===== src/rtl/prog_mem_responder_pkg.sv =====
// rtl/prog_mem_responder_pkg.sv - shared widths and FSM state type for the program store responder
package prog_mem_responder_pkg;

  localparam int ADDR_W = 4;
  localparam int DATA_W = 8;
  localparam int DEPTH  = 1 << ADDR_W;

  typedef enum logic [1:0] {
    IDLE   = 2'd0,
    ACCESS = 2'd1,
    DONE   = 2'd2
  } state_e;

endpackage


===== src/rtl/prog_ram_array.sv =====
// rtl/prog_ram_array.sv - DEPTH x DATA_W program store, async clear, sync write, comb read
module prog_ram_array
  import prog_mem_responder_pkg::*;
(
  input  logic              clk_i,
  input  logic              rst_i,
  input  logic              we_i,
  input  logic [ADDR_W-1:0] waddr_i,
  input  logic [DATA_W-1:0] wdata_i,
  input  logic [ADDR_W-1:0] raddr_i,
  output logic [DATA_W-1:0] rdata_o
);

  logic [DATA_W-1:0] mem_q [DEPTH];

  // Storage: whole array cleared by reset, one word written per enabled edge
  always_ff @(posedge clk_i or posedge rst_i) begin
    if (rst_i) begin
      for (int i = 0; i < DEPTH; i++) begin
        mem_q[i] <= '0;
      end
    end else if (we_i) begin
      mem_q[waddr_i] <= wdata_i;
    end
  end

  assign rdata_o = mem_q[raddr_i];

endmodule


===== src/rtl/prog_mem_responder.sv =====
// rtl/prog_mem_responder.sv - PC-side responder: MAR, 3-cycle read FSM and program-load port
module prog_mem_responder
  import prog_mem_responder_pkg::*;
(
  input  logic              CLK,
  input  logic              RESET,
  input  logic [ADDR_W-1:0] A_IN,
  input  logic              MAR_LOAD,
  input  logic              RD_REQ,
  output logic [DATA_W-1:0] RD_DATA,
  output logic              RD_VALID,
  output logic              BUSY,
  output logic [ADDR_W-1:0] MAR_OUT,
  input  logic              PROG_MODE,
  input  logic [ADDR_W-1:0] PROG_ADDR,
  input  logic [DATA_W-1:0] PROG_DATA,
  input  logic              PROG_WE,
  output logic              WR_ACK
);

  state_e            state_q, state_d;
  logic [ADDR_W-1:0] mar_q;
  logic [ADDR_W-1:0] raddr_q, raddr_d;
  logic [DATA_W-1:0] rd_data_q, rd_data_d;
  logic              wr_ack_q;
  logic              rd_accept;
  logic              wr_accept;
  logic [DATA_W-1:0] mem_rdata;

  // Reads and writes are only taken in IDLE; programming mode blocks reads
  assign rd_accept = (state_q == IDLE) && RD_REQ && !PROG_MODE;
  assign wr_accept = (state_q == IDLE) && PROG_WE && PROG_MODE;

  prog_ram_array u_ram (
    .clk_i   (CLK),
    .rst_i   (RESET),
    .we_i    (wr_accept),
    .waddr_i (PROG_ADDR),
    .wdata_i (PROG_DATA),
    .raddr_i (raddr_q),
    .rdata_o (mem_rdata)
  );

  // Next state, read-address latch and read-data capture
  always_comb begin
    state_d   = state_q;
    raddr_d   = raddr_q;
    rd_data_d = rd_data_q;
    unique case (state_q)
      IDLE: begin
        if (rd_accept) begin
          state_d = ACCESS;
          // Same-cycle MAR load bypasses the MAR so the new address is read
          raddr_d = MAR_LOAD ? A_IN : mar_q;
        end
      end
      ACCESS: begin
        state_d   = DONE;
        rd_data_d = mem_rdata;
      end
      DONE: begin
        state_d = IDLE;
      end
      default: begin
        state_d = IDLE;
      end
    endcase
  end

  // State, address and output registers
  always_ff @(posedge CLK or posedge RESET) begin
    if (RESET) begin
      state_q   <= IDLE;
      mar_q     <= '0;
      raddr_q   <= '0;
      rd_data_q <= '0;
      wr_ack_q  <= 1'b0;
    end else begin
      state_q   <= state_d;
      raddr_q   <= raddr_d;
      rd_data_q <= rd_data_d;
      wr_ack_q  <= wr_accept;
      if (MAR_LOAD) begin
        mar_q <= A_IN;
      end
    end
  end

  assign RD_DATA  = rd_data_q;
  assign RD_VALID = (state_q == DONE);
  assign BUSY     = (state_q != IDLE);
  assign MAR_OUT  = mar_q;
  assign WR_ACK   = wr_ack_q;

endmodule


===== config.mk =====
export PLATFORM = sky130hd
export DESIGN_NAME = prog_mem_responder
export DESIGN_NICKNAME = d
export VERILOG_FILES = /design/src/rtl/prog_mem_responder_pkg.sv /design/src/rtl/prog_ram_array.sv /design/src/rtl/prog_mem_responder.sv
export SDC_FILE = /design/constraint.sdc
export NUM_CORES = 1
export LEC_CHECK = 0
export CORE_MARGIN = 2
export CORE_UTILIZATION = 30
export CTS_CLUSTER_SIZE = 28
export DETAILED_ROUTE_END_ITERATION = 12
export GPL_TIMING_DRIVEN = 0
export SKIP_CTS_REPAIR_TIMING = 1
export SLEW_MARGIN = 20
export SYNTH_ARGS = -nofsm -noshare
export SYNTH_HDL_FRONTEND = slang
export SYNTH_SLANG_ARGS = --single-unit
export TNS_END_PERCENT = 30

===== constraint.sdc =====
create_clock -name CLK -period 7.77 [get_ports CLK]
set_input_delay 0.777 -clock CLK [delete_from_list [all_inputs] [get_ports CLK]]
set_output_delay 0.777 -clock CLK [all_outputs]
set_load 0.02 [all_outputs]

==> results.cfg <==
[clock_network]
clockRootBuffer = clkbuf_16
cts_tree = done
clk_pin_slew_ns = 0.06
htreeDepth = 4
cts_num_sinks = 147
cts_made_buffers = 17
clockBufferDepth = 2
clk_latency_ns = 0.42

[placement]
place.gp.congestion = 0.7942
io_buffers = 34
pre_cts_ws_ns = 4.735
place_hpwl_mm = 11.28
dp.cells = 809
dpl_cell_area_um2 = 7380

[synth]
synth_top_family_by_area = multiplexers
synth-main-ff-cell = dfrtp_1
synthAdderAreaFrac = 0
synth_xor_area_frac = 0
synthSimpleGateAreaFrac = 0.07136
synthArstFlopShare = 1.000
muxShareOfSynthArea = 0.3269
seq_area_frac_synth = 0.5536
syn_avg_cell_area_um2 = 13.45
syn_area_um2 = 6645
synth_nets = 516
yosysWarnings = 0
ys_types = 27
ys_seq_elements = 147
synth_edf_count = 0
syn_inst = 494
synth_compound_area_frac = 0.02636

[timing]
fin_skew_ns = 0.008647
worst_pin_slew_ns = 1.015
slew_headroom = 0.3235
fin_crit_sh = 0.3366
finalSetupViolCount = 0
finalSetupTns_ns = 0
finalCriticalPeriod_ns = 2.616
maxSlewViolCount = 0
timing.final.ws_setup_ns = 5.154
fmax_ghz = 0.3823
hold_viol_final = 0
rsz0062_at_grt = false

[detailed_routing]
drt-initial-drc-count = 236
routedWlPerCell_um = 19.49
first_pass_iters = 4
via_count = 4244
routed_wl_mm = 16.38
drcViolationCount = 0
vias_per_cell = 5.052
final_antenna_net_count = 0

[global_routing]
grt_max_degree = 114
grt-ovfl-total = 0
gr-usage-all-layers = 0.1430
grt_first_pass_wirelength_mm = 25.33
grt_pass1_vias = 4510
antenna_found_initial = 0

[cells_and_area]
fin_nets = 570
antenna_cells = 0
syn_to_final_growth_pct = 19.92
final_util = 0.3663
layout.cells.non_filler = 840
drive_gt1_frac = 0.3268
postLayoutCellArea_um2 = 7969

[hold_path]
worstHoldPathType = reg -> reg
holdPathEnd = RD_DATA[7]$_DFFE_PP0N_
worstHoldStart = RD_DATA[7]$_DFFE_PP0N_
hold_path_depth = 2

[setup_path]
worst-r2r-setup-slack_ns = 5.54
start_kind = primary input
reg2reg_to = u_ram.mem_q[2]$_DFFE_PP0P_
cp_max_fo = 8
reg2reg_from = state_q[0]$_DFFE_PP0P_
r2r_cells = 6
path_class = in -> reg
worst_setup_path_end_kind = flop
arrival_ns = 2.92
required_ns = 8.07

[floorplanning]
die_h_um = 152.8
core-area_um2 = 21760
die_area_um2 = 23360
io_pins = 37
initial_core_util = 0.3054
dieWidth_um = 152.8
rows = 54

[power_and_ir_drop]
p_per_area_nw_per_um2 = 293.9
p_leak_uw = 0.003671
ir_drop_mv = 0.1190

[status]
outcome = finished, final reports clean

[job]
max_cap_viol_count = 0
[kinds of logic after synthesis]
logic type	Yosys count
AND/OR/NAND/NOR	87
multiplexers	200
AO/OA/AOI/OAI	26
flip-flops	147
buffers and inverters	34
[placed cells by master (no fill, tap or decap)]
| cell type | n |
|---|---|
| buf_2 | 8 |
| clkdlybuf4s50_1 | 34 |
| nor2_2 | 1 |
| clkinv_2 | 2 |
| nor2b_1 | 6 |
| nand3_1 | 19 |
| nor3_1 | 1 |
| nand2_1 | 38 |
| clkinv_4 | 1 |
| mux2i_1 | 64 |
| mux2_2 | 136 |
| nor3b_2 | 1 |
| nor4_4 | 1 |
| bufinv_16 | 2 |
| nand4_1 | 6 |
| and2_1 | 1 |
| clkbuf_1 | 23 |
| nand2b_1 | 1 |
| buf_6 | 1 |
| or2_2 | 1 |
| nand3b_1 | 1 |
| and3_1 | 3 |
| clkbuf_8 | 4 |
| nand4bb_4 | 1 |
| nor2_1 | 3 |
| clkinvlp_4 | 3 |
| or3_1 | 1 |
| inv_1 | 3 |
| inv_8 | 1 |
| nor3b_4 | 1 |
| dfrtp_1 | 147 |
| buf_16 | 1 |
| a22oi_1 | 18 |
| a21oi_1 | 8 |
| nor3_4 | 1 |
| clkbuf_16 | 17 |
[final cells by class]
| cell class | count | area (um2) |
|---|---|---|
| plain buffers | 30 | 130.1 |
| multi-input cells | 313 | 2830 |
| fillers | 2051 | 13790 |
| repair buffers | 35 | 367.9 |
| inverters | 4 | 22.52 |
| clock buffers | 23 | 488.0 |
| flip-flops and latches | 147 | 3679 |
| well taps | 280 | 350.3 |
| clock inverters | 8 | 101.3 |
[synthesized netlist by cell type, types with 3 or more instances]
cell / count / area, um2
a21oi_1: 8 / 40.04
a22oi_1: 18 / 135.1
and3_1: 3 / 18.77
buf_2: 8 / 40.04
clkbuf_1: 21 / 78.83
dfrtp_1: 147 / 3679
inv_1: 4 / 15.01
mux2_2: 136 / 1531
mux2i_1: 64 / 640.6
nand2_1: 38 / 142.6
nand3_1: 19 / 95.09
nand4_1: 6 / 37.54
nor2_1: 3 / 11.26
nor2b_1: 6 / 37.54
[worst max-delay path: stages]
cell             delay [ns]
clkdlybuf4s50_1        0.55
nand4bb_4              0.17
inv_1                  0.12
and3_1                 0.15
clkbuf_1               0.21
nand3_1                0.48
mux2_2                 0.46
[layer usage]
layer | part of all wire | track usage | vias up | wire length, um
li1 | - | - | 1887 | -
met1 | 0.45 | 0.1837 | 2237 | 7408
met2 | 0.48 | 0.2304 | 98 | 7841
met3 | 0.049 | 0.04139 | 22 | 809
met4 | 0.019 | 0.05203 | 0 | 315
met5 | 0 | 0 | - | 0
[worst max path at each step]
stage          slack, ns                           to  startpoint
2_1_floorplan       3.04         MAR_OUT[0]$_DFF_PP0_       RESET
3_3_place_gp        1.33  u_ram.mem_q[64]$_DFFE_PP0P_       RESET
3_5_place_dp        4.74  u_ram.mem_q[30]$_DFFE_PP0P_   PROG_MODE
4_1_cts             5.17  u_ram.mem_q[30]$_DFFE_PP0P_   PROG_MODE
5_1_grt             5.10   u_ram.mem_q[5]$_DFFE_PP0P_   PROG_MODE
6_report            5.15   u_ram.mem_q[2]$_DFFE_PP0P_   PROG_MODE
[per-stage QoR]
stage	power (uW)	hold WS, ns
6_report	2342	0.4936
5_1_grt	2456	0.5092
4_1_cts	2358	0.4977
3_5_place_dp	1545	0.4849
3_3_place_gp	1518	0.4704
2_1_floorplan	1352	0.4787
[report_power, final]
| group | leakage, uW | internal, uW | switching [uW] | total, uW |
|---|---|---|---|---|
| registers | 0.00191 | 916 | 86.5 | 1000 |
| clock network | 0.000281 | 504 | 304 | 808 |
| logic | 0.00148 | 256 | 276 | 532 |
[state kept, by name, summed over array words and instances (netlist names)]
name         flops
MAR_OUT          4
RD_DATA          8
WR_ACK           1
raddr_q          4
state_q          2
u_ram.mem_q    128
No activity file was read; power rests on OpenSTA's default activity.
